## src/rtl/copy_job_sequencer_if.sv

```systemverilog
// Burst handshake between the copy job sequencer (master) and the AXI burst engine (slave).
interface copy_job_sequencer_if #(
    parameter int ADDR_WIDTH = 32
);
    logic                  init;
    logic [ADDR_WIDTH-1:0] src_addr;
    logic [ADDR_WIDTH-1:0] dst_addr;
    logic [8:0]            beats;
    logic                  done;
    logic                  error;

    modport master (
        output init, src_addr, dst_addr, beats,
        input  done, error
    );

    modport slave (
        input  init, src_addr, dst_addr, beats,
        output done, error
    );
endinterface

```

## src/rtl/copy_job_sequencer.sv

```systemverilog
// Splits a register-programmed copy job into AXI bursts that never cross a 4 KB page,
// issuing them one at a time to the burst engine and reporting job status.
module copy_job_sequencer #(
    parameter int ADDR_WIDTH = 32,
    parameter int DATA_WIDTH = 32,
    parameter int BURST_LEN  = 16,
    parameter int LEN_WIDTH  = 24
) (
    input  logic                  ACLK,
    input  logic                  ARESETN,
    input  logic [ADDR_WIDTH-1:0] cfg_src_addr,
    input  logic [ADDR_WIDTH-1:0] cfg_dst_addr,
    input  logic [LEN_WIDTH-1:0]  cfg_len,
    input  logic                  cfg_start,
    input  logic                  cfg_abort,
    copy_job_sequencer_if.master  eng,
    output logic                  sts_busy,
    output logic                  sts_done,
    output logic                  sts_error,
    output logic                  sts_aborted,
    output logic [15:0]           sts_bursts
);
    localparam int BYTES  = DATA_WIDTH / 8;
    localparam int BSHIFT = $clog2(BYTES);

    typedef enum logic [1:0] {
        ST_IDLE  = 2'd0,
        ST_CALC  = 2'd1,
        ST_ISSUE = 2'd2,
        ST_WAIT  = 2'd3
    } state_t;

    state_t                state_r;
    logic [ADDR_WIDTH-1:0] src_r;
    logic [ADDR_WIDTH-1:0] dst_r;
    logic [LEN_WIDTH-1:0]  rem_r;
    logic [ADDR_WIDTH-1:0] eng_src_r;
    logic [ADDR_WIDTH-1:0] eng_dst_r;
    logic [8:0]            beats_r;
    logic                  init_r;
    logic                  abort_r;
    logic                  busy_r;
    logic                  done_r;
    logic                  error_r;
    logic                  aborted_r;
    logic [15:0]           bursts_r;

    logic                  reject_s;
    logic [12:0]           src_room_s;
    logic [12:0]           dst_room_s;
    logic [8:0]            lim_rem_s;
    logic [8:0]            lim_src_s;
    logic [8:0]            beats_s;
    logic [ADDR_WIDTH-1:0] step_s;
    logic [LEN_WIDTH-1:0]  rem_next_s;
    logic                  abort_now_s;

    // Start validation: zero length or any field not beat-aligned is rejected.
    always_comb begin
        reject_s = (cfg_len == {LEN_WIDTH{1'b0}})
                 || ((cfg_len & LEN_WIDTH'(BYTES - 1)) != {LEN_WIDTH{1'b0}})
                 || ((cfg_src_addr & ADDR_WIDTH'(BYTES - 1)) != {ADDR_WIDTH{1'b0}})
                 || ((cfg_dst_addr & ADDR_WIDTH'(BYTES - 1)) != {ADDR_WIDTH{1'b0}});
    end

    // Burst sizing: smallest of remaining beats, max burst and beats left in either 4 KB page.
    always_comb begin
        src_room_s = (13'd4096 - {1'b0, src_r[11:0]}) >> BSHIFT;
        dst_room_s = (13'd4096 - {1'b0, dst_r[11:0]}) >> BSHIFT;
        lim_rem_s  = (rem_r < LEN_WIDTH'(BURST_LEN)) ? rem_r[8:0] : 9'(BURST_LEN);
        lim_src_s  = (src_room_s < {4'b0000, lim_rem_s}) ? src_room_s[8:0] : lim_rem_s;
        beats_s    = (dst_room_s < {4'b0000, lim_src_s}) ? dst_room_s[8:0] : lim_src_s;
    end

    // Post-burst bookkeeping values.
    always_comb begin
        step_s      = ADDR_WIDTH'(beats_r) << BSHIFT;
        rem_next_s  = rem_r - LEN_WIDTH'(beats_r);
        abort_now_s = abort_r | cfg_abort;
    end

    // Job sequencing FSM with all outputs registered.
    always_ff @(posedge ACLK or negedge ARESETN) begin
        if (!ARESETN) begin
            state_r   <= ST_IDLE;
            src_r     <= {ADDR_WIDTH{1'b0}};
            dst_r     <= {ADDR_WIDTH{1'b0}};
            rem_r     <= {LEN_WIDTH{1'b0}};
            eng_src_r <= {ADDR_WIDTH{1'b0}};
            eng_dst_r <= {ADDR_WIDTH{1'b0}};
            beats_r   <= 9'd0;
            init_r    <= 1'b0;
            abort_r   <= 1'b0;
            busy_r    <= 1'b0;
            done_r    <= 1'b0;
            error_r   <= 1'b0;
            aborted_r <= 1'b0;
            bursts_r  <= 16'd0;
        end else begin
            case (state_r)
                ST_IDLE: begin
                    init_r <= 1'b0;
                    if (cfg_start) begin
                        if (reject_s) begin
                            done_r  <= 1'b1;
                            error_r <= 1'b1;
                        end else begin
                            src_r     <= cfg_src_addr;
                            dst_r     <= cfg_dst_addr;
                            rem_r     <= cfg_len >> BSHIFT;
                            abort_r   <= 1'b0;
                            busy_r    <= 1'b1;
                            done_r    <= 1'b0;
                            error_r   <= 1'b0;
                            aborted_r <= 1'b0;
                            bursts_r  <= 16'd0;
                            state_r   <= ST_CALC;
                        end
                    end
                end
                ST_CALC: begin
                    if (cfg_abort) begin
                        busy_r    <= 1'b0;
                        done_r    <= 1'b1;
                        aborted_r <= 1'b1;
                        state_r   <= ST_IDLE;
                    end else begin
                        eng_src_r <= src_r;
                        eng_dst_r <= dst_r;
                        beats_r   <= beats_s;
                        init_r    <= 1'b1;
                        state_r   <= ST_ISSUE;
                    end
                end
                ST_ISSUE: begin
                    // The pulse has already gone out, so an abort here waits for the burst.
                    init_r  <= 1'b0;
                    abort_r <= abort_r | cfg_abort;
                    state_r <= ST_WAIT;
                end
                ST_WAIT: begin
                    if (eng.done) begin
                        bursts_r <= bursts_r + 16'd1;
                        if (eng.error) begin
                            busy_r    <= 1'b0;
                            done_r    <= 1'b1;
                            error_r   <= 1'b1;
                            aborted_r <= abort_now_s;
                            state_r   <= ST_IDLE;
                        end else begin
                            src_r <= src_r + step_s;
                            dst_r <= dst_r + step_s;
                            rem_r <= rem_next_s;
                            if (abort_now_s) begin
                                busy_r    <= 1'b0;
                                done_r    <= 1'b1;
                                aborted_r <= 1'b1;
                                state_r   <= ST_IDLE;
                            end else if (rem_next_s == {LEN_WIDTH{1'b0}}) begin
                                busy_r  <= 1'b0;
                                done_r  <= 1'b1;
                                state_r <= ST_IDLE;
                            end else begin
                                state_r <= ST_CALC;
                            end
                        end
                    end else begin
                        abort_r <= abort_now_s;
                    end
                end
                default: begin
                    init_r  <= 1'b0;
                    busy_r  <= 1'b0;
                    state_r <= ST_IDLE;
                end
            endcase
        end
    end

    assign eng.init     = init_r;
    assign eng.src_addr = eng_src_r;
    assign eng.dst_addr = eng_dst_r;
    assign eng.beats    = beats_r;
    assign sts_busy     = busy_r;
    assign sts_done     = done_r;
    assign sts_error    = error_r;
    assign sts_aborted  = aborted_r;
    assign sts_bursts   = bursts_r;
endmodule
```

## src/flat_wrapper.sv

```systemverilog
// flat-port wrapper written by rule: the top's interface ports become plain ports
module copy_job_sequencer_flat 
#(
    parameter int ADDR_WIDTH = 32,
    parameter int DATA_WIDTH = 32,
    parameter int BURST_LEN  = 16,
    parameter int LEN_WIDTH  = 24
)
  (ACLK, ARESETN, cfg_src_addr, cfg_dst_addr, cfg_len, cfg_start, cfg_abort, sts_busy, sts_done, sts_error, sts_aborted, sts_bursts, eng_init, eng_src_addr, eng_dst_addr, eng_beats, eng_done, eng_error);
  copy_job_sequencer_if #(.ADDR_WIDTH(ADDR_WIDTH)) eng_i ();
  input  logic ACLK;
  input  logic ARESETN;
  input  logic [ADDR_WIDTH-1:0] cfg_src_addr;
  input  logic [ADDR_WIDTH-1:0] cfg_dst_addr;
  input  logic [LEN_WIDTH-1:0] cfg_len;
  input  logic cfg_start;
  input  logic cfg_abort;
  output logic sts_busy;
  output logic sts_done;
  output logic sts_error;
  output logic sts_aborted;
  output logic [15:0] sts_bursts;
  output wire logic [$bits(eng_i.init)-1:0] eng_init;
  output wire logic [$bits(eng_i.src_addr)-1:0] eng_src_addr;
  output wire logic [$bits(eng_i.dst_addr)-1:0] eng_dst_addr;
  output wire logic [$bits(eng_i.beats)-1:0] eng_beats;
  input wire logic [$bits(eng_i.done)-1:0] eng_done;
  input wire logic [$bits(eng_i.error)-1:0] eng_error;
  assign eng_init = eng_i.init;
  assign eng_src_addr = eng_i.src_addr;
  assign eng_dst_addr = eng_i.dst_addr;
  assign eng_beats = eng_i.beats;
  assign eng_i.done = eng_done;
  assign eng_i.error = eng_error;
  copy_job_sequencer #(.ADDR_WIDTH(ADDR_WIDTH), .DATA_WIDTH(DATA_WIDTH), .BURST_LEN(BURST_LEN), .LEN_WIDTH(LEN_WIDTH)) u_core (.ACLK(ACLK), .ARESETN(ARESETN), .cfg_src_addr(cfg_src_addr), .cfg_dst_addr(cfg_dst_addr), .cfg_len(cfg_len), .cfg_start(cfg_start), .cfg_abort(cfg_abort), .eng(eng_i), .sts_busy(sts_busy), .sts_done(sts_done), .sts_error(sts_error), .sts_aborted(sts_aborted), .sts_bursts(sts_bursts));
endmodule
```

## config.mk

```make
export PLATFORM = sky130hd
export DESIGN_NAME = copy_job_sequencer_flat
export DESIGN_NICKNAME = d
export VERILOG_FILES = /design/src/rtl/copy_job_sequencer_if.sv /design/src/rtl/copy_job_sequencer.sv /design/src/flat_wrapper.sv
export SDC_FILE = /design/constraint.sdc
export NUM_CORES = 1
export LEC_CHECK = 0
export ABC_AREA = 1
export CORE_ASPECT_RATIO = 0.75
export CORE_UTILIZATION = 50
export DETAILED_ROUTE_END_ITERATION = 8
export GPL_TIMING_DRIVEN = 0
export HOLD_SLACK_MARGIN = 0.03
export PLACE_DENSITY_LB_ADDON = 0.1
export SETUP_SLACK_MARGIN = 0.4
export SLEW_MARGIN = 20
export SYNTH_ARGS = -nofsm -noshare
export SYNTH_HDL_FRONTEND = slang
export SYNTH_SLANG_ARGS = --single-unit
```

## constraint.sdc

```tcl
create_clock -name ACLK -period 11 [get_ports ACLK]
set_clock_uncertainty 0.2 [all_clocks]
set_input_delay 2.2 -clock ACLK [delete_from_list [all_inputs] [get_ports ACLK]]
set_output_delay 2.2 -clock ACLK [all_outputs]
set_load 0.02 [all_outputs]
```

==> results.sh <==
export IMPL_outcome="finished clean"
export IMPL_synth_cell_types=48
export IMPL_period_needed_ns=4.92
export IMPL_worstPathArrival_ns=5.01
export IMPL_wl_met1_um=19500
export IMPL_dieHeight_um=134
export IMPL_pwr_share_clk=0.140
export IMPL_cap_violations=0
export IMPL_grt_pass1_wl_um=62700
export IMPL_p_per_area_nw_per_um2=318
export IMPL_drive_gt1_frac=0.0460
export IMPL_crit_chain="clkdlybuf4s50_1, inv_1, nand4_1, nor3_1, nand3_1, nand2_1, nand2_1, nand2_1, inv_1, nand2_2, nand2_2, buf_2, buf_2, o211ai_1, o21ai_0"
export IMPL_max_freq_mhz=203
export IMPL_drt_first_iter_violations=1149
export IMPL_synth_top_area_share=0.398
export IMPL_startpoint="cfg_len[18]"
export IMPL_yosysTopAreaCell="dfrtp_1"
export IMPL_critPathLaunchType="input pin"
export IMPL_post_cts_buffers=0
export IMPL_ys_warnings_count=0
export IMPL_synth_fa_ha_area_frac=0.0525
export IMPL_hp_start="u_core.eng.src_addr[16]$_DFFE_PN0P_"
export IMPL_rsz0062_at_grt="false"
export IMPL_place_congestion=0.988
export IMPL_coreArea_um2=22400
export IMPL_track_usage=0.350
export IMPL_dpl_hpwl_um=31200
export IMPL_antennaDiodeCount=0
export IMPL_cp_required_ns=11.09
export IMPL_power_frac_comb=0.584
export IMPL_port_buffers=187
export IMPL_antenna_found_initial=0
export IMPL_worstMarginPinSlew_ns=0.965
export IMPL_numClockSinks=185
export IMPL_placed_area_um2=13900
export IMPL_cp_common_cell="nand2_1"
export IMPL_n_fill_cell=2005
export IMPL_p_leak_nw=6.69
export IMPL_start_util=0.519
export IMPL_cts_buffers=17
export IMPL_crit_path_top_delay_cell="nor3_1"
export IMPL_vias=12140
export IMPL_finalMaxSlewViolations=0
export IMPL_clock_latency_ns=0.45
export IMPL_cts_buffer_depth=2
export IMPL_ys_top_cells_by_count="nand2_1, inv_1, dfrtp_1"
export IMPL_hold_path_class="flip-flop to flip-flop"
export IMPL_muxShareOfSynthArea=0
export IMPL_clk_pin_slew_ns=0.08
export IMPL_sequentialPowerShare=0.276
export IMPL_dr_wl_met3_um=3710
export IMPL_die_width_um=178
export IMPL_cts_resized=0
export IMPL_wl_met2_um=17100
export IMPL_drc=0
export IMPL_setup_violations=0
export IMPL_syn_area_um2=11600
export IMPL_async_reset_ff_frac=1.00
export IMPL_cts_tree="done"
export IMPL_fp_dieArea_um2=23900
export IMPL_ioPinCount=188
export IMPL_p_sw_mw=2.35
export IMPL_syn_inst=1601
export IMPL_synth_top_family_by_area="simple AND/OR/NAND/NOR gates"
export IMPL_post_route_period_util=0.447
export IMPL_nets=1953
export IMPL_cpPeakStageDelay_ns=0.42
export IMPL_critPathBufInv=5
export IMPL_slew_headroom=0.357
export IMPL_synth_edf_count=0
export IMPL_swShare=0.508
export IMPL_finalInstanceArea_um2=14500
export IMPL_grt_max_degree=74
export IMPL_utilization=0.649
export IMPL_yosys_most_used_dff="dfrtp_1"
export IMPL_synth_most_common_cell="nand2_1"
export IMPL_ys_seq_area_frac=0.398
export IMPL_cts_hold_buffers=0
export IMPL_synth_compound_area_frac=0.164
export IMPL_cp_end_kind="flip-flop"
export IMPL_yosys_register_bits=185
export IMPL_avgRoutedWirePerCell_um=19.2
export IMPL_critical_path_class="input pin to flip-flop"
export IMPL_cpLargestDelayFamily="simple AND/OR/NAND/NOR gates"
export IMPL_grt_pass1_vias=10982
export IMPL_wl_um=40800
export IMPL_worstPathMaxFanout=10
export IMPL_r2r_start="u_core.src_r[1]$_DFFE_PN0P_"
export IMPL_ir_drop_mv=0.159
export IMPL_highest_layer="met4"
export IMPL_fp_row_count=47
export IMPL_vias_per_cell=5.73
export IMPL_overflow=0
export IMPL_firstDrtPassIters=5
export IMPL_synth_xor_area_frac=0.0332
export IMPL_areaGrowthSynthToFinish_pct=25.0
export IMPL_h_tree_depth=4
export IMPL_ant_nets=0
export IMPL_internal_power_mw=2.28
export IMPL_synth_avg_cell_area_um2=7.26
export IMPL_yosys_area_share_simple=0.268
export IMPL_cts_root_buffer="clkbuf_16"
export IMPL_synth_area_leaders="dfrtp_1, nand2_1, o21ai_0, inv_1, ha_1"
export IMPL_hold_viol=0
final cells by class:
| type | instances | area, µm² | share of cell area |
|---|---|---|---|
| clock inverter | 12 | 138 | 0.00947 |
| clock buffer | 20 | 457 | 0.0314 |
| tap | 294 | 368 | 0.0253 |
| buffer | 50 | 203 | 0.0139 |
| timing repair buffer | 189 | 1930 | 0.133 |
| multi-input combinational | 1163 | 6030 | 0.415 |
| sequential | 185 | 4630 | 0.319 |
| inverter | 206 | 773 | 0.0532 |
state kept, by name, indices dropped and copies added, names as in the netlist, named ones only:
signal               cells
u_core.sts_error         1
u_core.abort_r           1
u_core.sts_busy          1
u_core.eng.init          1
u_core.sts_done          1
u_core.dst_r            32
u_core.state_r           1
u_core.eng.beats         9
u_core.sts_aborted       1
u_core.src_r            32
u_core.rem_r            24
u_core.eng.dst_addr     32
u_core.eng.src_addr     32
u_core.sts_bursts       16
cells by family (layout without fill, tap and decap cells):
group | count (synthesis) | after routing
and+or+nand+nor | 731 | 731
AOI/OAI and AO/OA | 337 | 337
buffers and inverters | 256 | 477
DFF | 185 | 185
adders and majority gates | 47 | 47
xor gates and xnor gates | 44 | 44
other | 1 | 4
worst paths after layout:
kind,end,slack [ns],depth (start not counted)
hold / removal,u_core.eng.src_addr[16]$_DFFE_PN0P_,0.27,2
max in group asynchronous,u_core.rem_r[21]$_DFFE_PN0P_,8.10,3
hold reg to reg,u_core.eng.src_addr[16]$_DFFE_PN0P_,0.27,2
setup / recovery,u_core.rem_r[11]$_DFFE_PN0P_,6.08,15
setup reg to reg,u_core.eng.beats[0]$_DFFE_PN0P_,6.16,24
min in group asynchronous,u_core.eng.dst_addr[22]$_DFFE_PN0P_,1.44,1
cell usage in the layout, fill, tap and decap left out, types with 9 or more instances in the layout:
| cell | count |
|---|---|
| dfrtp_1 | 185 |
| nor4_1 | 12 |
| inv_1 | 201 |
| nand2_1 | 402 |
| nand4_1 | 21 |
| nor3_1 | 33 |
| o211ai_1 | 32 |
| a31oi_1 | 9 |
| ha_1 | 44 |
| clkbuf_16 | 17 |
| o21ai_0 | 168 |
| xor2_1 | 36 |
| clkbuf_1 | 36 |
| o22ai_1 | 29 |
| nand3_1 | 86 |
| nor2_1 | 140 |
| buf_2 | 12 |
| clkdlybuf4s50_1 | 186 |
| a21oi_1 | 63 |
routing by layer:
metal  GRT usage  vias up
met5           0        -
met3      0.0564       39
met2       0.496      592
li1            -     5710
met1       0.552     5799
met4      0.0755        0
worst register-to-register path, stage by stage, from the launching register on:
cell	delay (ns)
dfrtp_1	0.43
nor2_1	0.13
nand2_1	0.15
nor2_1	0.34
inv_1	0.17
nor2_1	0.16
nor2_1	0.05
nor2_1	0.24
ha_1	0.30
a21oi_1	0.15
o21a_1	0.13
o211ai_1	0.09
inv_1	0.15
nand2_4	0.10
o21ai_0	0.48
ha_1	0.36
a21oi_1	0.15
nor2_1	0.05
a211oi_1	0.26
o211ai_2	0.12
inv_2	0.19
nand2_4	0.12
nand2_1	0.08
nand3_1	0.07
nand2_1	0.10
metrics by stage:
step	setup TNS, ns	hold WS [ns]	worst slack, ns	power, mW	instances
3_5_place_dp	0	0.258	5.69	3.91	2087
4_1_cts	0	0.275	6.15	4.56	2119
2_1_floorplan	0	0.236	7.00	2.92	1604
5_1_grt	0	0.295	5.90	4.95	2119
6_report	0	0.269	6.08	4.62	2119
3_3_place_gp	-70.05	0.251	-0.394	3.85	2085
power by group through the flow:
stage          clock [mW]  combinational [mW]  sequential [mW]
2_1_floorplan           0                1.58             1.34
3_3_place_gp            0                2.59             1.26
3_5_place_dp            0                2.64             1.27
4_1_cts             0.648                2.65             1.26
5_1_grt             0.676                2.97             1.31
6_report            0.648                2.70             1.28
No activity file was read; power rests on OpenSTA's default activity.
